<file path="config.mk">
export PLATFORM = sky130hd
export DESIGN_NAME = ycell_cfg_loader
export DESIGN_NICKNAME = d
export VERILOG_FILES = /design/src/rtl/ycell_cfg_loader.sv
export SDC_FILE = /design/constraint.sdc
export NUM_CORES = 1
export LEC_CHECK = 0
export BUFFER_PORTS_ARGS = -buffer_cell sky130_fd_sc_hd__buf_2
export CORE_MARGIN = 2
export CORE_UTILIZATION = 53
export CTS_BUF_LIST = sky130_fd_sc_hd__clkbuf_8
export DETAILED_ROUTE_END_ITERATION = 12
export GPL_TIMING_DRIVEN = 0
export PLACE_DENSITY = 0.77
export SLEW_MARGIN = 5
export SYNTH_ARGS = -nofsm -noshare
export SYNTH_HDL_FRONTEND = slang
export SYNTH_SLANG_ARGS = --single-unit
</file>
<file path="constraint.sdc">
create_clock -name clk -period 1.95 [get_ports clk]
set_input_delay 0.0975 -clock clk [delete_from_list [all_inputs] [get_ports clk]]
set_output_delay 0.0975 -clock clk [all_outputs]
set_load 0.02 [all_outputs]
</file>
<file path="src/rtl/ycell_cfg_loader.sv">
// Configuration loader for one ycell column: serializes 3-bit host words onto cbitin/confclk,
// captures the old chain contents from cbitret, and holds the column in reset until a full load.
module ycell_cfg_loader #(
   parameter int unsigned CELLS  = 16,
   parameter int unsigned PULSE  = 1,
   parameter int unsigned SETTLE = 2
) (
   input  logic       clk,
   input  logic       reset_n,
   input  logic       start,
   input  logic       cfg_valid,
   output logic       cfg_ready,
   input  logic [2:0] cfg_data,
   output logic       rb_valid,
   output logic [2:0] rb_data,
   output logic       busy,
   output logic       done,
   output logic       array_reset,
   output logic       confclk,
   output logic       cbitin,
   input  logic       cbitret
);

   localparam int unsigned WCW = $clog2(CELLS + 1);

   typedef enum logic [2:0] {StIdle, StWait, StSetup, StHigh, StSettle} state_t;

   state_t           state_q;
   logic [WCW-1:0]   word_cnt_q;
   logic [1:0]       bit_cnt_q;
   logic [3:0]       phase_q;
   logic [1:0]       shift_q;     // bits still to send after the one on cbitin
   logic [2:0]       rb_shift_q;

   assign cfg_ready = (state_q == StWait);
   assign busy      = (state_q != StIdle);

   always_ff @(posedge clk or negedge reset_n) begin
      if (!reset_n) begin
         state_q     <= StIdle;
         word_cnt_q  <= '0;
         bit_cnt_q   <= '0;
         phase_q     <= '0;
         shift_q     <= '0;
         rb_shift_q  <= '0;
         rb_data     <= '0;
         rb_valid    <= 1'b0;
         done        <= 1'b0;
         confclk     <= 1'b0;
         cbitin      <= 1'b0;
         array_reset <= 1'b1;
      end else begin
         rb_valid <= 1'b0;
         done     <= 1'b0;
         unique case (state_q)
            StIdle: begin
               if (start) begin
                  state_q     <= StWait;
                  array_reset <= 1'b1;
                  word_cnt_q  <= '0;
               end
            end
            StWait: begin
               if (cfg_valid) begin
                  cbitin    <= cfg_data[2];
                  shift_q   <= cfg_data[1:0];
                  bit_cnt_q <= '0;
                  phase_q   <= '0;
                  state_q   <= StSetup;
               end
            end
            StSetup: begin
               if (phase_q == 4'(PULSE - 1)) begin
                  // Sample before the chain shifts on the confclk rise below.
                  rb_shift_q <= {rb_shift_q[1:0], cbitret};
                  phase_q    <= '0;
                  confclk    <= 1'b1;
                  state_q    <= StHigh;
               end else begin
                  phase_q <= phase_q + 4'd1;
               end
            end
            StHigh: begin
               if (phase_q == 4'(PULSE - 1)) begin
                  confclk <= 1'b0;
                  phase_q <= '0;
                  if (bit_cnt_q != 2'd2) begin
                     bit_cnt_q <= bit_cnt_q + 2'd1;
                     cbitin    <= shift_q[1];
                     shift_q   <= {shift_q[0], 1'b0};
                     state_q   <= StSetup;
                  end else begin
                     word_cnt_q <= word_cnt_q + WCW'(1);
                     rb_valid   <= 1'b1;
                     rb_data    <= rb_shift_q;
                     if (word_cnt_q == WCW'(CELLS - 1)) begin
                        cbitin  <= 1'b0;
                        state_q <= StSettle;
                     end else begin
                        state_q <= StWait;
                     end
                  end
               end else begin
                  phase_q <= phase_q + 4'd1;
               end
            end
            StSettle: begin
               if (phase_q == 4'(SETTLE - 1)) begin
                  phase_q     <= '0;
                  array_reset <= 1'b0;
                  done        <= 1'b1;
                  state_q     <= StIdle;
               end else begin
                  phase_q <= phase_q + 4'd1;
               end
            end
            default: state_q <= StIdle;
         endcase
      end
   end

endmodule

</file>
Yosys cells after proc, flatten, opt, wreduce, memory -nomap -nowiden

Cells that the tools add are included.

Register bits after elaboration: 27
Logic and storage cells: 89

Add/subtract/negate cells: 3
Equal/unequal tests: 15
Mux-type cells: 40
Bitwise operators: 1
Reductions and logical operators: 18

Operators with widths:

| cell                                                            | number |
|---|---|
| 3-bit two-way mux                                               | 7 |
| 2-bit != test, second input constant                            | 8 |
| 5-bit two-way mux                                               | 3 |
| 3-bit case mux with 5 select lines                              | 1 |
| 1-bit two-way mux                                               | 13 |
| 2-bit two-way mux                                               | 6 |
| 4-bit two-way mux                                               | 3 |
| 4-bit case mux with 3 select lines                              | 1 |
| 4-bit AND reduction                                             | 3 |
| 5-bit case mux with 2 select lines                              | 1 |
| 3-bit AND reduction                                             | 3 |
| 2-bit case mux with 2 select lines                              | 2 |
| 2-bit nonzero test                                              | 4 |
| 3-bit by 2-bit == test with 1-bit output, second input constant | 2 |
| 1-bit case mux with 2 select lines                              | 3 |
| 3-bit nonzero test                                              | 2 |
| 5-bit by 1-bit adder with 5-bit output, second input constant   | 1 |
| 5-bit by 4-bit == test with 1-bit output, second input constant | 1 |
| 5-bit AND reduction                                             | 1 |
| 4-bit by 1-bit adder with 4-bit output, second input constant   | 1 |
| 4-bit by 1-bit == test with 1-bit output, second input constant | 1 |
| 4-bit zero test                                                 | 1 |
| 2-bit AND reduction                                             | 2 |
| 3-bit by 1-bit == test with 1-bit output, second input constant | 1 |
| other kinds (6)                                                 | 6 |

Logic depth before layout (Yosys ltp)

Depth in word-level cells: 5
Gate-level depth with buffers: 8

Worst setup path after synthesis

No wires, ideal clock.

Path kind: reg2reg
Start point: register phase_q[0]
End point: register word_cnt_q[3]
Library setup time: 78 ps
Data arrival time: 1,796 ps
Required time: 1,872 ps
Path slack: 76 ps
Stages on the path, launching flop included: 7
Path buffers: 0
Period minus slack after synthesis: 1,874 ps
Path through: dfrtp_1 inv_1 ha_1 or3b_1 or3_1 or3_1 a21boi_1

Word-level cells in the longest chain between the ends: 3

Ends and longest elaborated chain:

| element                              | line | source |
|---|---|---|
| start, declared                      | 31   | `logic [3:0] phase_q;` |
| start signal, assigned               | 80   | `phase_q <= phase_q + 4'd1;` |
| start signal, assigned               | 104  | `phase_q <= phase_q + 4'd1;` |
| start signal, assigned               | 114  | `phase_q <= phase_q + 4'd1;` |
| 4-bit zero test                      | 84   | `if (phase_q == 4'(PULSE - 1)) begin` |
| 2-bit != test (no source line)       | -    |  |
| 4-bit AND reduction (no source line) | -    |  |
| end signal, assigned                 | 93   | `word_cnt_q <= word_cnt_q + WCW'(1);` |
| end, declared                        | 29   | `logic [WCW-1:0] word_cnt_q;` |

Every way passes these cells.
A chain may end at the register's enable or synchronous reset.

Final worst setup path

Start point: register phase_q[1]
End point: register word_cnt_q[2]

The elaborated chain is that of the path after synthesis.

==> out/qor.yml <==
placed_design:
  routabilityCongestion: 0.8226
  place_hpwl_mm: 1.907
  placed_area_mm2: 0.001510
  place_ws_ps: -189.3
  numPortBuffers: 17
routing:
  viasPerCell: 5.619
  route.detailed.drc: 0
  routed.top_layer: "met4"
  wl_met1_mm: 1.185
  antenna_left: 0
  drt_iter0_drc: 10
  dr.pass1.iters: 4
  via_count: 1107
  routedWlPerCell_um: 13.51
  route.met3.wl_um: 78
  routed_wl_mm: 2.662
  met2_length_mm: 1.358
critical_path:
  crit_fanout: 7
  endpoint_kind: "flip-flop"
  crit_path_start_kind: "flip-flop"
  slowest_stage: "dfrtp_1"
  cp_data_required_time_ps: 2120
  worstPathArrival_ps: 2040
  crit_chain: "inv_2 > ha_1 > or3b_4 > or3_4 > buf_8 > inv_6 > nand2_1 > mux2i_1"
  criticalPathCategory: "reg2reg"
  crit_path_max_incr_delay_ps: 400
synthesis:
  ys_ff_latch: 27
  syn_nets: 155
  synthTopCellsByCount: "26 x dfrtp_1, 26 x nand2_1, 9 x o21ai_0"
  yosys.area.top_type_share_pct: 46.89
  synth-edff-count: 0
  synth_flop_cell: "dfrtp_1"
  async_flop_share_pct: 100.0
  seq_area_frac_synth_pct: 48.78
  syn_area_per_cell_um2: 9.911
  syn_area_mm2: 0.001388
  syn_inst: 140
  netlist.top_cell.by_area: "dfrtp_1"
  synth_warnings: 0
  synth_area_leaders: "dfrtp_1 47%, nand2_1 7.0%, ha_1 6.3%"
  synth_cell_types: 36
sta:
  clock_skew_ps: 6.049
  finalHoldWorstSlack_ps: 57.92
  hold_viol: 0
  max_slew_margin_pct: 61.03
  final-setup-viol-count: 0
  period_share_pct: 95.91
  finalWorstSetupSlack_ps: 79.74
  worstMarginPinSlew_ps: 584.5
  fmax_mhz: 534.7
  period_needed_ps: 1870
  rsz0062_at_grt: "no"
  drv_slew: 0
power:
  p_per_area_mw_per_mm2: 1463
  p_leak_nw: 0.8256
  peakVddDrop_mv: 1.246
floorplan:
  io_pins: 18
  num_rows: 18
  die_w_um: 55.17
  die-area_mm2: 0.003043
  start_util_pct: 56.01
  core_mm2: 0.002477
  die_h_um: 55.17
finish:
  drive_gt1_share_pct: 26.35
  area_growth_pct: 18.76
  regArea_um2: 676.9
  final_core_util_pct: 66.52
  multi_input_area_um2: 681.9
  antennaDiodeCount: 0
  design_area_mm2: 0.001648
  nets: 183
  fillCellCount: 203
global_routing:
  antenna_found_initial: 0
  grt_pass1_vias: 978
  grt_pass1_wl_mm: 4.202
  grt.total_usage_pct: 19.27
  grt_max_degree: 28
  grt-ovfl-total: 0
clock_tree:
  cts.reportedPaths.clkPinSlew_ps: 90
  clock_latency_ps: 270
  cts_made_buffers: 3
  cts_root_buf: "clkbuf_8"
  clock-sinks: 27
  htreeDepth: 1
  cts_tree: "built"
  clockBufferDepth: 2
hold_path:
  min_path_type: "in2reg"
run_status:
  status: "completed"
flow_run:
  cap_violations: 0
[stage by stage]
stage | power, W | cells | TNS, ps
2_1_floorplan | 0.001721 | 140 | 0
3_3_place_gp | 0.001928 | 187 | -320.7
3_5_place_dp | 0.001995 | 187 | -917.4
4_1_cts | 0.002355 | 194 | 0
5_1_grt | 0.002605 | 197 | 0
6_report | 0.002411 | 197 | 0
[area by class of cell]
| cell class | count | area share, % |
|---|---|---|
| clock buffer | 3 | 2.506 |
| timing repair buffer | 23 | 9.112 |
| inverter | 6 | 1.670 |
| clock inverter | 1 | 0.3037 |
| buffer | 4 | 1.670 |
| sequential | 27 | 41.08 |
| multi-input combinational | 103 | 41.38 |
| tap | 30 | 2.278 |
[cells by family after synthesis]
| logic type | after synthesis | synth area share [%] |
|---|---|---|
| mux | 11 | 8.567 |
| flops | 27 | 48.78 |
| fa+ha+maj | 7 | 6.312 |
| compound gates | 24 | 11.27 |
| simple gates | 61 | 21.82 |
| buf+inv | 10 | 3.247 |
[flip-flops by register name, indices dropped and copies added, names as in the netlist]
register	cells
rb_valid	1
array_reset	1
bit_cnt_q	2
cbitin	1
phase_q	4
state_q	3
confclk	1
done	1
rb_shift_q	3
word_cnt_q	5
rb_data	3
shift_q	2
[routing by layer]
metal | vias up | track usage, %
li1 | 540 | -
met1 | 545 | 24.74
met2 | 17 | 32.54
met3 | 5 | 3.495
met4 | 0 | 6.911
met5 | - | 0
[power breakdown]
part	total (W)	leakage [nW]	internal (W)	switching (W)
Sequential	0.000940	0.342	0.000780	0.000159
Combinational	0.00116	0.458	0.000529	0.000629
Clock	0.000314	0.0255	0.000143	0.000171
[cell usage in the layout, fill, tap and decap left out, types with 2 or more instances in the layout]
| cell type | netlist | routed |
|---|---|---|
| a21o_1 | 2 | 2 |
| buf_2 | 1 | 18 |
| buf_4 | 1 | 4 |
| clkbuf_1 | 2 | 2 |
| clkbuf_8 | 0 | 3 |
| dfrtp_1 | 26 | 26 |
| ha_1 | 7 | 7 |
| inv_1 | 5 | 3 |
| inv_2 | 0 | 2 |
| mux2_2 | 7 | 7 |
| mux2i_1 | 4 | 4 |
| nand2_1 | 26 | 26 |
| nand2b_1 | 3 | 3 |
| nand3_1 | 7 | 7 |
| nand3b_1 | 4 | 4 |
| nor2_1 | 7 | 7 |
| nor2b_1 | 4 | 4 |
| o21ai_0 | 9 | 9 |
| or3_1 | 4 | 3 |
[repair_timing]
| item | CTS | global route |
|---|---|---|
| gates cloned | 0 | 1 |
| resized for setup | 3 | 6 |
| pin swaps | 0 | 3 |
| hold buffers | 1 | 0 |
| setup endpoints to repair | 8 | 6 |
| setup buffers | 2 | 2 |
| hold endpoints to repair | 26 | 0 |
[path summary, 6_finish.rpt]
check                              start       endpoint  slack [ps]  depth (start not counted)
hold reg to reg            rb_shift_q[2]     rb_data[2]         470                          2
max in group asynchronous        reset_n   bit_cnt_q[1]        1210                          2
setup / recovery              phase_q[1]  word_cnt_q[2]          80                          8
setup reg to reg              phase_q[1]  word_cnt_q[2]          80                          8
hold / removal                   cbitret  rb_shift_q[0]          60                          2
min in group asynchronous        reset_n  word_cnt_q[0]         350                          2
[critical path, delay by kind of cell, from the launching register on]
| kind | cells | cell delay, ps |
|---|---|---|
| flops | 1 | 400 |
| mux | 1 | 120 |
| fa+ha+maj | 1 | 140 |
| simple gates | 3 | 820 |
| buf+inv | 3 | 290 |
Note: power is estimated with default switching activity, not from simulation.
